File: src/rtl/gshare_branch_predictor.sv
// Gshare direction predictor: PC xor global history indexes a table of saturating counters.
// Latency: prediction is combinational in the fetch cycle; training and history changes take effect at the next edge.
// Backpressure: stall freezes history and counters (the init sweep still runs); ready stays low until the sweep completes.
module gshare_branch_predictor #(
    parameter int PC_WIDTH       = 16,
    parameter int PC_LSB         = 1,
    parameter int PHT_INDEX_BITS = 8,
    parameter int GHR_SIZE       = 8,
    parameter int COUNTER_BITS   = 2
) (
    input  logic                clk,
    input  logic                rst,
    input  logic                stall,
    input  logic                predict_valid,
    input  logic [PC_WIDTH-1:0] predict_pc,
    output logic                prediction,
    output logic [GHR_SIZE-1:0] predict_ghr,
    input  logic                update,
    input  logic [PC_WIDTH-1:0] update_pc,
    input  logic [GHR_SIZE-1:0] update_ghr,
    input  logic                update_taken,
    input  logic                update_mispredict,
    output logic                ready
);

    localparam int DEPTH = 1 << PHT_INDEX_BITS;
    localparam logic [COUNTER_BITS-1:0] CNT_MAX  = '1;
    localparam logic [COUNTER_BITS-1:0] CNT_INIT = {1'b0, {(COUNTER_BITS-1){1'b1}}};

    typedef enum logic {INIT, RUN} state_t;

    state_t                    state, state_next;
    logic [PHT_INDEX_BITS-1:0] ptr;
    logic [GHR_SIZE-1:0]       ghr;
    logic [COUNTER_BITS-1:0]   pht [DEPTH];

    logic [PHT_INDEX_BITS-1:0] idx_pred, idx_upd;
    logic [COUNTER_BITS-1:0]   cnt_upd, cnt_next;
    logic                      pred_raw;
    logic [GHR_SIZE-1:0]       ghr_repair, ghr_spec;
    logic                      run_active;

    // Index generation: GHR is zero-extended to the index width before the xor
    always_comb begin
        idx_pred = predict_pc[PC_LSB +: PHT_INDEX_BITS] ^ PHT_INDEX_BITS'(ghr);
        idx_upd  = update_pc[PC_LSB +: PHT_INDEX_BITS] ^ PHT_INDEX_BITS'(update_ghr);
        pred_raw = pht[idx_pred][COUNTER_BITS-1];
        cnt_upd  = pht[idx_upd];
        run_active = (state == RUN) && !stall;
    end

    // Saturating increment/decrement of the resolved branch's counter
    always_comb begin
        cnt_next = cnt_upd;
        if (update_taken) begin
            if (cnt_upd != CNT_MAX) cnt_next = cnt_upd + 1'b1;
        end else begin
            if (cnt_upd != '0) cnt_next = cnt_upd - 1'b1;
        end
    end

    // History candidates; a one-bit history simply becomes the new outcome
    generate
        if (GHR_SIZE == 1) begin : g_ghr1
            always_comb begin
                ghr_repair = update_taken;
                ghr_spec   = pred_raw;
            end
        end else begin : g_ghrn
            always_comb begin
                ghr_repair = {update_ghr[GHR_SIZE-2:0], update_taken};
                ghr_spec   = {ghr[GHR_SIZE-2:0], pred_raw};
            end
        end
    endgenerate

    // State register, sweep pointer and global history
    always_ff @(posedge clk or posedge rst) begin
        if (rst) begin
            state <= INIT;
            ptr   <= '0;
            ghr   <= '0;
        end else begin
            state <= state_next;
            if (state == INIT) ptr <= ptr + 1'b1;
            if (run_active) begin
                if (update && update_mispredict) ghr <= ghr_repair;
                else if (predict_valid)          ghr <= ghr_spec;
            end
        end
    end

    // Next state: leave the sweep after the last entry is written; RUN is terminal
    always_comb begin
        state_next = state;
        if (state == INIT && ptr == PHT_INDEX_BITS'(DEPTH - 1)) state_next = RUN;
    end

    // Outputs are forced low until the table has been initialised
    always_comb begin
        ready       = (state == RUN);
        prediction  = ready && pred_raw;
        predict_ghr = ready ? ghr : '0;
    end

    // Single write port: sweep writes during INIT, training writes during RUN
    always_ff @(posedge clk) begin
        if (state == INIT)             pht[ptr]     <= CNT_INIT;
        else if (update && !stall)     pht[idx_upd] <= cnt_next;
    end

endmodule

File: config.mk
export PLATFORM = sky130hd
export DESIGN_NAME = gshare_branch_predictor
export DESIGN_NICKNAME = d
export VERILOG_FILES = /design/src/rtl/gshare_branch_predictor.sv
export SDC_FILE = /design/constraint.sdc
export NUM_CORES = 1
export LEC_CHECK = 0
export BUFFER_PORTS_ARGS = -buffer_cell sky130_fd_sc_hd__buf_2
export CORE_MARGIN = 2
export CORE_UTILIZATION = 55
export DETAILED_ROUTE_END_ITERATION = 12
export PLACE_DENSITY_LB_ADDON = 0.05
export SYNTH_ARGS = -nofsm -noshare
export SYNTH_HDL_FRONTEND = slang
export SYNTH_SLANG_ARGS = --single-unit
export TNS_END_PERCENT = 5
File: constraint.sdc
create_clock -name clk -period 21.9 [get_ports clk]
set_clock_uncertainty 0.15 [all_clocks]
set_input_delay 2.19 -clock clk [delete_from_list [all_inputs] [get_ports clk]]
set_output_delay 2.19 -clock clk [all_outputs]
set_load 0.1 [all_outputs]
# Yosys cells after proc, flatten, opt, wreduce, memory -nomap -nowiden
# Memory sizes are Yosys's and may differ from the RTL's.
# Index checks and enable logic that the tools add are counted.
# W data, S select, Z words.
# op_classes
addsub	3
n_eq_ne	2
mux	13
bitwise	3
n_reduce_logical	10
# op_table
operator	n
$mux W8	4
$xor A8 B8 Y8	2
$add A8 B1 Y8 const B	1
$eq A8 B8 Y1 const B	1
$mux W2	4
$logic_and A1 B1 Y1	5
$mux W1	5
$reduce_bool A2 Y1	2
$add A2 B1 Y2 const B	1
$ne A2 B2 Y1 const B	1
$reduce_and A2 Y1	1
$reduce_or A2 Y1	1
$sub A2 B1 Y2 const B	1
$logic_not A1 Y1	1
$not A1 Y1	1
# totals
register_bits	17
ram_bits	512
in_bits	47
output_inout_bits	10
wordCells	35
mem_count	1
# mem_list
name	depth	width	read_ports	rd_clocked_by_memory_dff	wr	line	text
pht	256	2	2	0	1	35	logic [COUNTER_BITS-1:0] pht [DEPTH];

# Logic depth before layout (Yosys ltp)
# Gate-level depths: netlist of the first run.
# depth
word_depth	7
mapped_depth	11
ltp_nobuf	8

# Least setup slack after synthesis of the first run
# No wires, ideal clock.
# synth_path
kind	input to register
from	in update_ghr[0]
to	mem pht[0][0], data pin
setup_time_ns	2.245
arrival_ns	14.472
t_required_ns	19.505
path_slack_ns	5.033
cell_stages	10
n_path_buf	2
cell_sequence	xor2_2 -> buf_6 -> clkbuf_4 -> mux4_1 -> nand3_1 -> o2111ai_1 -> nand4_1 -> o2111ai_1 -> and4_1 -> a211oi_1
# synth_via
elab_chain_cells	6
word_cells_on_any_way	10
classes_between	add/sub (2); eq/ne (1); mux (4); bitwise (1); reduce/logical (1); memory (1)
# synth_lines
item	line	text
start, declared	20	input logic [GHR_SIZE-1:0] update_ghr,
$xor A8 B8 Y8 (*)	46	idx_upd = update_pc[PC_LSB +: PHT_INDEX_BITS] ^ PHT_INDEX_BITS'(update_ghr);
$mem_v2 Z256 W2 (*)	-	
$sub A2 B1 Y2 (tied with other cells)	58	if (cnt_upd != '0) cnt_next = cnt_upd - 1'b1;
$mux W2, on equally long branches	58, 56	
$mux W2 (*)	55	if (update_taken) begin
$mux W2 (no source line) (*)	-	
end, declared	35	
# Mark *: on every way between the ends. The rest lies on a longest branch, timed or not.

# Worst setup path in the final report of the first run
# layout_path
from	in predict_pc[1]
to	out prediction
# layout_via
elab_chain_cells	3
# layout_lines
item	line	text
start, declared	15	input logic [PC_WIDTH-1:0] predict_pc,
$xor A8 B8 Y8	45	idx_pred = predict_pc[PC_LSB +: PHT_INDEX_BITS] ^ PHT_INDEX_BITS'(ghr);
$mem_v2 Z256 W2	-	
$logic_and A1 B1 Y1	102	prediction = ready && pred_raw;
end, declared	16	output logic prediction,
# Every way passes these cells.

==> flow_metrics.py, run 1 <==
metrics = {
    "run_status": {
        "outcome": "finished with violations",
        "violations": "max-slew violations",
    },
    "worst_setup_path": {
        "timing.reg2reg.setup_slack_ps": 17440,
        "crit_arrival_ps": 6020,
        "crit_path_start": "predict_pc[1]",
        "critPathKind": "primary input to primary output",
        "path_max_fanout": 42,
        "cp.required_ps": 19560,
        "regToRegStartpoint": "ready$_DFFE_PP0P_",
        "end_kind": "primary output",
        "cp-start-kind": "primary input",
    },
    "sta": {
        "min_period_over_period_pct": 38.18,
        "final_hold_viol_count": 0,
        "finalMaxSlewViolations": 161,
        "relSlewSlack_pct": -12.41,
        "setup_tns_ps": 0,
        "maxClockFrequency_mhz": 119.6,
        "setup_violations": 0,
        "min_period_ps": 8361,
        "whs_ps": 363.1,
        "rsz0062_at_grt": "no",
        "tightestPinTransition_ps": 1686,
    },
    "detailed_routing": {
        "wl_per_cell_um": 30.57,
        "dr.pass1.iters": 6,
        "via_per_inst": 6.642,
        "drt-total-wl_um": 67290,
        "antenna_left": 0,
        "drtIter0Drc": 1725,
        "vias": 14620,
        "drc": 0,
    },
    "clock_network": {
        "htreeDepth": 2,
        "tritoncts": "yes",
        "postCtsSetupBuffers": 0,
        "postCtsResizedCells": 0,
        "max-clock-path-buffers": 3,
        "cts_buffers": 54,
        "cts.hold.buffers_added": 0,
        "ctsRootBufferMaster": "clkbuf_16",
        "cts.clk_slew.worst_paths_ps": 60,
        "clock_latency_ps": 630,
        "cts_sinks": 529,
    },
    "power_and_ir_drop": {
        "power.static_leakage_uw": 0.009014,
        "cellPowerDensity_nw_per_um2": 80.67,
        "peakVddDrop_uv": 71.41,
    },
    "place": {
        "dp_cells": 2102,
        "place.gp.congestion": 0.8567,
        "detailedPlacementHpwl_um": 40600,
        "numPortBuffers": 40,
    },
    "die": {
        "die_y_um": 215.1,
        "start_util_pct": 55.55,
        "row_count": 77,
        "die_area_um2": 46270,
        "dieWidth_um": 215.1,
        "core-area_um2": 44120,
        "pin_count": 57,
    },
    "grt": {
        "grt_usage_pct": 29.61,
        "grt_pass1_wl_um": 98280,
        "top_usage_layer": "met2",
        "grt_overflow": 0,
        "use_met1_pct": 41.29,
        "antenna_found_initial": 0,
        "grt_start_max_net_pins": 257,
        "first_global_vias": 14820,
        "met3_usage_pct": 6.936,
        "met2_usage_pct": 46.68,
    },
    "layout": {
        "layout-drive-gt1-share_pct": 20.76,
        "n_antenna_cell": 0,
        "fin_cells": 2201,
        "nets": 1614,
        "areaGrowthSynthToFinish_pct": 9.893,
    },
    "synthesis": {
        "synth_edf_count": 512,
        "yosysTopAreaCellShare_pct": 62.73,
        "syn_avg_cell_area_um2": 16.01,
        "ys_warn_count": 0,
        "synthTopCellsByArea": "edfxtp_1, mux4_2, nor2_1",
        "ys_types": 69,
        "synthCells": 1531,
        "ys_async_sr_fraction_pct": 3.214,
        "syn-cell-area_um2": 24510,
        "yosys_register_bits": 529,
        "synth_ff_type": "edfxtp_1",
        "syn-num-nets": 1579,
        "yosys.area.top_type": "edfxtp_1",
        "yosysSeqAreaShare_pct": 64.46,
    },
    "hold_path": {
        "hp-class": "flip-flop to flip-flop",
        "min_from": "ptr[7]$_DFFE_PP0N_",
    },
    "run": {
        "maxCapViolations": 0,
    },
}
==> sequential cells by signal, indices dropped and copies added, names as in the netlist <==
signal	flops
ready	1
ptr	8
pht	512
ghr	8
==> cells in the final DEF (no fill, tap or decap), types with 15 or more instances in the layout <==
| cell | n |
|---|---|
| mux2i_1 | 50 |
| nand2_1 | 134 |
| dfrtp_1 | 17 |
| mux4_2 | 147 |
| buf_2 | 40 |
| nor2_1 | 293 |
| clkbuf_16 | 55 |
| buf_4 | 33 |
| edfxtp_1 | 512 |
| a21oi_1 | 22 |
| mux4_1 | 29 |
| xnor2_1 | 15 |
| nand3_1 | 20 |
| a22oi_1 | 27 |
==> through the flow <==
stage | util, % | worst slack (ps) | power [µW] | cell area (µm²)
2_1_floorplan | - | 5033 | 1251 | 24510
3_3_place_gp | 57.26 | 13520 | 1307 | 25270
3_5_place_dp | 57.26 | 13530 | 1308 | 25270
4_1_cts | 61.04 | 13530 | 2183 | 26930
5_1_grt | 61.04 | 13420 | 2232 | 26930
6_report | 61.04 | 13540 | 2173 | 26930
==> power breakdown <==
group	switching, µW	total, µW	internal (µW)
clock network	385	885	500
logic	120	192	72.5
registers	2.00	1100	1090
==> worst paths after layout <==
| check | to | cells past startpoint |
|---|---|---|
| min in group asynchronous | ptr[1]$_DFFE_PP0N_ | 2 |
| max | prediction | 11 |
| min | ptr[7]$_DFFE_PP0N_ | 1 |
| max reg2reg | pht[237][1]$_DFFE_PP_ | 8 |
| min reg2reg | ptr[7]$_DFFE_PP0N_ | 1 |
| max in group asynchronous | ghr[3]$_DFFE_PP0P_ | 2 |
==> per-layer routing <==
layer,vias up,part of all wire [%]
li1,6116,-
met4,0,3.5
met2,736,47
met1,7624,40
met5,-,0
met3,143,9.4
==> worst max-delay path, cell delays in order <==
cell and delay, ps:
buf_2 130, xor2_4 130, buf_4 440, buf_4 850, mux4_1 670, mux2_2 300
o211ai_1 360, nand4b_1 230, nand4_1 290, nor2_1 70, buf_2 300
==> logic make-up (layout without fill, tap and decap cells) <==
kind of cell | count (synthesis) | count (layout) | synth area share (%)
mux | 240 | 240 | 19.30
compound gates | 127 | 127 | 3.829
flops | 529 | 529 | 64.46
xor+xnor | 32 | 32 | 1.235
simple gates | 501 | 501 | 8.428
fa+ha+maj | 1 | 1 | 0.05104
buf+inv | 101 | 179 | 2.690
==> Yosys cell counts, types with 4 or more instances <==
cell and number:
nand4_1 13, buf_6 17, nand2_1 137, mux2_2 13, buf_4 10, nor3_1 4
buf_2 9, mux4_2 147, edfxtp_1 512, a22o_1 4, a311oi_1 4, xnor2_1 18
nor2_1 293, o211ai_1 12, a22oi_1 27, o21ai_1 5, a32o_1 5, nand3_1 20
clkbuf_1 51, mux2i_1 50, mux4_1 29, a31oi_1 8, dfrtp_1 17, and2_1 12
a21oi_1 22, xor2_1 11, nand3b_1 4, o21ai_0 5, inv_1 4
==> cell type report <==
cell class                 instances  area, µm²
multi-input combinational        901       8202
clock inverter                    29      216.5
fill                            3386      17190
inverter                           4      15.01
sequential                       529      15800
clock buffer                      70       1453
tap                              592      740.7
timing repair buffer              76      508.0
Note: power is estimated with default switching activity, not from simulation.
==> run 2, diff against run 1 <==
Clock period 21.9 ns to 8.1 ns, I/O delays scaled along.
==> run 2 against run 1 <==
Compared with the run above:
- global-route usage fell by 0.076 points
- largest cell class unchanged
- largest power group unchanged
- cell area about the same
- core utilization increased by 0.060 points
- the flow now finishes without violations
==> flow_metrics.py, run 2 (synthesized netlist as in run 1, its figures left out) <==
metrics = {
    "place": {
        "dp_slack_ps": 2595,
        "detailedPlacementHpwl_um": 39960,
        "numPortBuffers": 40,
        "place.gp.congestion": 0.8807,
    },
    "die": {
        "pin_count": 57,
        "dieWidth_um": 215.1,
        "row_count": 77,
        "die_y_um": 215.1,
        "die_area_um2": 46270,
        "start_util_pct": 55.55,
        "core-area_um2": 44120,
    },
    "detailed_routing": {
        "wl_per_cell_um": 30.38,
        "drtIter0Drc": 1582,
        "dr.pass1.iters": 5,
        "antenna_left": 0,
        "drt-total-wl_um": 66880,
        "drc": 0,
        "via_per_inst": 6.595,
        "vias": 14520,
    },
    "clock_network": {
        "cts.clk_slew.worst_paths_ps": 60,
        "ctsRootBufferMaster": "clkbuf_16",
        "htreeDepth": 2,
        "max-clock-path-buffers": 3,
        "clock_latency_ps": 610,
        "postCtsSetupBuffers": 0,
        "postCtsResizedCells": 0,
        "cts_buffers": 53,
        "cts.hold.buffers_added": 0,
        "cts_sinks": 529,
        "tritoncts": "yes",
    },
    "worst_setup_path": {
        "cp-start-kind": "flip-flop",
        "reg2reg_to": "pht[226][1]$_DFFE_PP_",
        "path_buf_inv": 2,
        "slowest_stage": "mux4_2",
        "path_delay_family": "multiplexers",
        "reg2reg_depth": 6,
        "regToRegStartpoint": "ready$_DFFE_PP0P_",
        "max_stage_delay_ps": 590,
        "path_max_fanout": 64,
        "cp.required_ps": 7140,
        "timing.reg2reg.setup_slack_ps": 3620,
        "worstPathCellList": "xor2_4 > buf_12 > mux4_2 > mux2i_1 > mux2i_1 > a21oi_1 > nand4_1 > nand4_1 > nor2_1 > buf_2",
        "critPathKind": "flip-flop to primary output",
        "end_kind": "primary output",
        "crit_arrival_ps": 4050,
    },
    "sta": {
        "finalMaxSlewViolations": 0,
        "maxClockFrequency_mhz": 199.5,
        "rsz0062_at_grt": "no",
        "min_period_over_period_pct": 61.89,
        "setup_slack_ps": 3087,
        "tightestPinTransition_ps": 1154,
        "final_hold_viol_count": 0,
        "min_period_ps": 5013,
        "setup_violations": 0,
        "relSlewSlack_pct": 22.25,
    },
    "run": {
        "maxCapViolations": 0,
    },
    "power_and_ir_drop": {
        "switchingPower_uw": 1358,
        "finalPower_uw": 5855,
        "intPower_uw": 4497,
        "combPwrFrac_pct": 8.9,
        "peakVddDrop_uv": 201.1,
        "power.static_leakage_uw": 0.009017,
        "power_frac_clock_pct": 40.5,
        "swShare_pct": 23.19,
        "cellPowerDensity_nw_per_um2": 217.2,
        "p_seq_share_pct": 50.6,
    },
    "layout": {
        "nets": 1615,
        "multiInputGateArea_um2": 8199,
        "biggestRegsByFlops": "pht: 512 flops, ghr: 8 flops, ptr: 8 flops",
        "num-fill-cells": 3417,
        "areaGrowthSynthToFinish_pct": 10.00,
        "final_cell_mix": "edfxtp_1, nor2_1, mux4_2",
        "seq_area_um2": 15800,
        "n_antenna_cell": 0,
        "mostFrequentLayoutCell": "edfxtp_1",
        "layout-drive-gt1-share_pct": 20.88,
        "regMostFlops": "pht",
        "largest_register_ff_count": 512,
    },
    "grt": {
        "antenna_found_initial": 0,
        "grt_start_max_net_pins": 163,
        "grt_pass1_wl_um": 98340,
        "first_global_vias": 14740,
        "grt_usage_pct": 29.53,
        "grt_overflow": 0,
    },
    "run_status": {
        "outcome": "finished, final reports clean",
    },
    "hold_path": {
        "hp-class": "primary input to asynchronous set/reset pin",
    },
}
-- run 2: worst max path at each step --
stage	start	slack (ps)	cells past startpoint	end
detailed placement	update_ghr[0]	2600	11	pht[131][0]$_DFFE_PP_
finish	ghr[0]$_DFFE_PP0P_	3090	10	prediction
global route	update_ghr[0]	2860	11	pht[144][0]$_DFFE_PP_
global placement	update_ghr[0]	2670	11	pht[139][0]$_DFFE_PP_
floorplan	update_ghr[0]	-2620	11	pht[0][1]$_DFFE_PP_
CTS	ghr[0]$_DFFE_PP0P_	3110	10	prediction
-- run 2: power groups by stage --
stage	sequential, µW	clock, µW	combinational, µW
after floorplan	3020	0	369
after global placement	3020	0	519
after detailed placement	3020	0	520
after CTS	2960	2400	521
after global routing	2960	2520	548
final	2960	2370	522
-- run 2: final cells by class --
class                      instances  area share, %
clock buffer                      67          5.151
clock inverter                    30         0.9978
inverter                           4        0.05569
multi-input combinational        901          30.41
sequential                       529          58.60
tap                              592          2.747
timing repair buffer              78          2.033
-- run 2: per-layer routing --
metal	wire length, µm	share of wire (%)	vias up	global-route usage [%]
li1	-	-	6115	-
met1	26670	40	7602	40.91
met2	32580	49	649	48.11
met3	5145	7.7	150	5.209
met4	2482	3.7	0	9.908
met5	0	0	-	0
-- run 2: per-stage QoR --
step	area, µm²	hold slack [ps]	utilization [%]	instances	setup TNS [ps]
4_1_cts	26960	240.8	61.10	2201	0
3_3_place_gp	25300	337.9	57.34	2104	0
6_report	26960	239.4	61.10	2201	0
2_1_floorplan	24550	317.3	-	1531	-1101250
3_5_place_dp	25300	343.7	57.34	2104	0
5_1_grt	26960	292.3	61.10	2201	0
==> run 3, diff against run 2 <==
Clock period 8.1 ns to 4.4 ns, I/O delays scaled along.
==> run 3 against run 2 <==
Compared with the run above:
- register-to-register slack got worse by 3100 ps
- via count is 2.7% higher
- sequential power rose by 84%
- count of clock-buffer cells in the layout increased by 5
- clock power rose by 94%
- power grew 91%
- global-route usage grew 0.53 points
- non-clock buffer count increased by 65
- cell area rose by 3.5%
- first-iteration DRC count is 12% higher
- largest cell class unchanged
==> flow_metrics.py, run 3 (synthesized netlist as in run 1, its figures left out) <==
metrics = {
    "run_status": {
        "outcome": "finished, final reports clean",
    },
    "place": {
        "numPortBuffers": 40,
        "detailedPlacementHpwl_um": 43800,
        "dp_slack_ps": 2.608,
        "place.gp.congestion": 0.8916,
    },
    "clock_network": {
        "cts_buffers": 55,
        "tritoncts": "yes",
        "clock_latency_ps": 610,
        "cts_sinks": 529,
        "ctsRootBufferMaster": "clkbuf_16",
        "htreeDepth": 2,
        "cts.clk_slew.worst_paths_ps": 60,
        "max-clock-path-buffers": 3,
    },
    "worst_setup_path": {
        "critPathMostFrequentCell": "nand4_1",
        "cp-start-kind": "flip-flop",
        "reg2reg_depth": 8,
        "regToRegStartpoint": "ready$_DFFE_PP0P_",
        "end_kind": "primary output",
        "crit_arrival_ps": 3720,
        "worstPathCellList": "xor2_4 > clkbuf_16 > buf_4 > mux4_2 > nor2b_1 > a211oi_1 > a211o_1 > nand4_1 > nand4_1 > nor2_1 > clkbuf_4",
        "reg2reg_to": "pht[24][0]$_DFFE_PP_",
        "path_delay_family": "buffers and inverters",
        "path_buf_inv": 3,
        "timing.reg2reg.setup_slack_ps": 490,
        "critPathKind": "flip-flop to primary output",
        "path_max_fanout": 13,
        "slowest_stage": "dfrtp_1",
        "cp.required_ps": 3810,
        "max_stage_delay_ps": 460,
    },
    "hold_path": {
        "holdPathEnd": "ghr[4]$_DFFE_PP0P_",
        "min_from": "update_ghr[3]",
        "whs_path_depth": 3,
        "hp-class": "primary input to flip-flop",
    },
    "power_and_ir_drop": {
        "finalPower_uw": 11160,
        "power.static_leakage_uw": 0.009484,
        "cellPowerDensity_nw_per_um2": 399.7,
        "peakVddDrop_uv": 285.5,
    },
    "sta": {
        "finalMaxSlewViolations": 0,
        "final_hold_viol_count": 0,
        "setup_violations": 0,
        "min_period_ps": 4308,
        "setup_tns_ps": 0,
        "whs_ps": 64.36,
        "relSlewSlack_pct": 33.44,
        "min_period_over_period_pct": 97.91,
        "maxClockFrequency_mhz": 232.1,
        "rsz0062_at_grt": "no",
        "tightestPinTransition_ps": 994.7,
        "setup_slack_ps": 91.96,
    },
    "layout": {
        "biggestRegsByFlops": "pht: 512 flops, ghr: 8 flops, ptr: 8 flops",
        "multiInputGateArea_um2": 8202,
        "mostFrequentLayoutCell": "edfxtp_1",
        "final_cell_mix": "edfxtp_1, nor2_1, mux4_2",
        "largest_register_ff_count": 512,
        "layout-drive-gt1-share_pct": 23.84,
        "areaGrowthSynthToFinish_pct": 13.89,
        "num-fill-cells": 3327,
        "regMostFlops": "pht",
        "nets": 1682,
        "seq_area_um2": 15800,
    },
    "detailed_routing": {
        "wl_per_cell_um": 30.55,
        "via_per_inst": 6.573,
        "dr.pass1.iters": 8,
        "drt-total-wl_um": 69270,
        "antenna_left": 0,
        "drtIter0Drc": 1779,
        "vias": 14900,
        "drc": 0,
    },
    "die": {
        "pin_count": 57,
        "row_count": 77,
        "die_area_um2": 46270,
        "start_util_pct": 55.55,
        "dieWidth_um": 215.1,
        "core-area_um2": 44120,
        "die_y_um": 215.1,
    },
    "grt": {
        "top_usage_layer": "met2",
        "grt_overflow": 0,
        "met2_usage_pct": 47.16,
        "grt_pass1_wl_um": 99730,
        "antenna_found_initial": 2,
        "use_met1_pct": 42.55,
        "grt_usage_pct": 30.06,
        "met3_usage_pct": 5.846,
        "grt_start_max_net_pins": 96,
        "first_global_vias": 15010,
    },
    "run": {
        "maxCapViolations": 0,
    },
}
-- run 3: changes by cell type in the layout (fill, tap and decap cells not counted), moves of 3 or more --
| cell | previous run | this run |
|---|---|---|
| nand2_1 | 134 | 137 |
| inv_6 | 3 | 0 |
| buf_4 | 33 | 68 |
| nand2_2 | 3 | 0 |
| buf_12 | 5 | 28 |
| clkinv_2 | 9 | 6 |
| clkbuf_16 | 53 | 60 |
| buf_6 | 0 | 3 |
-- run 3: worst max-delay path by stage --
stage	from	end	depth (start not counted)
detailed placement	update_ghr[0]	pht[67][0]$_DFFE_PP_	12
global placement	update_ghr[0]	pht[64][0]$_DFFE_PP_	12
finish	ghr[1]$_DFFE_PP0P_	prediction	11
floorplan	update_ghr[0]	pht[0][1]$_DFFE_PP_	11
CTS	ghr[0]$_DFFE_PP0P_	prediction	10
global route	ghr[0]$_DFFE_PP0P_	prediction	11
-- run 3: per-layer routing --
metal | part of all wire [%] | routed length (µm)
met1 | 39 | 27310
met2 | 47 | 32320
met3 | 10 | 6913
met4 | 3.9 | 2713
met5 | 0.013 | 9
-- run 3: per-stage QoR --
stage	instances	utilization, %	instance area [µm²]
finish	2267	63.26	27910
detailed placement	2161	58.96	26020
CTS	2259	62.96	27780
floorplan	1531	-	24550
global placement	2161	58.96	26020
global route	2266	63.25	27910
-- run 3: cell type report --
| type | count | area share [%] |
|---|---|---|
| Clock buffer | 72 | 5.312 |
| Tap cell | 592 | 2.654 |
| Clock inverter | 25 | 0.9861 |
| Timing Repair Buffer | 143 | 4.989 |
| Sequential cell | 529 | 56.61 |
| Inverter | 4 | 0.05379 |
| Antenna cell | 1 | 0.008965 |
| Multi-Input combinational cell | 901 | 29.38 |
-- run 3: repair_timing --
item | 4_1_cts | 5_1_grt
endpoints found under the hold margin | 17 | 0
buffers inserted | 0 | 3
hold buffers | 1 | 0
setup endpoints to repair | 0 | 1
resized for setup | 0 | 6
-- run 3: where the power goes --
| part | internal, µW | switching [µW] | leakage (µW) |
|---|---|---|---|
| registers | 5440 | 10.5 | 0.00533 |
| logic | 467 | 645 | 0.00330 |
| clock network | 2700 | 1880 | 0.000847 |
| total | 8620 | 2540 | 0.00948 |
-- run 3: worst reg2reg max path: cells and delay by family, from the launching register on --
family | cells | cell delay, ps
AOI/OAI and AO/OA | 1 | 370
and+or+nand+nor | 5 | 1870
DFF | 1 | 560
buffers and inverters | 2 | 630
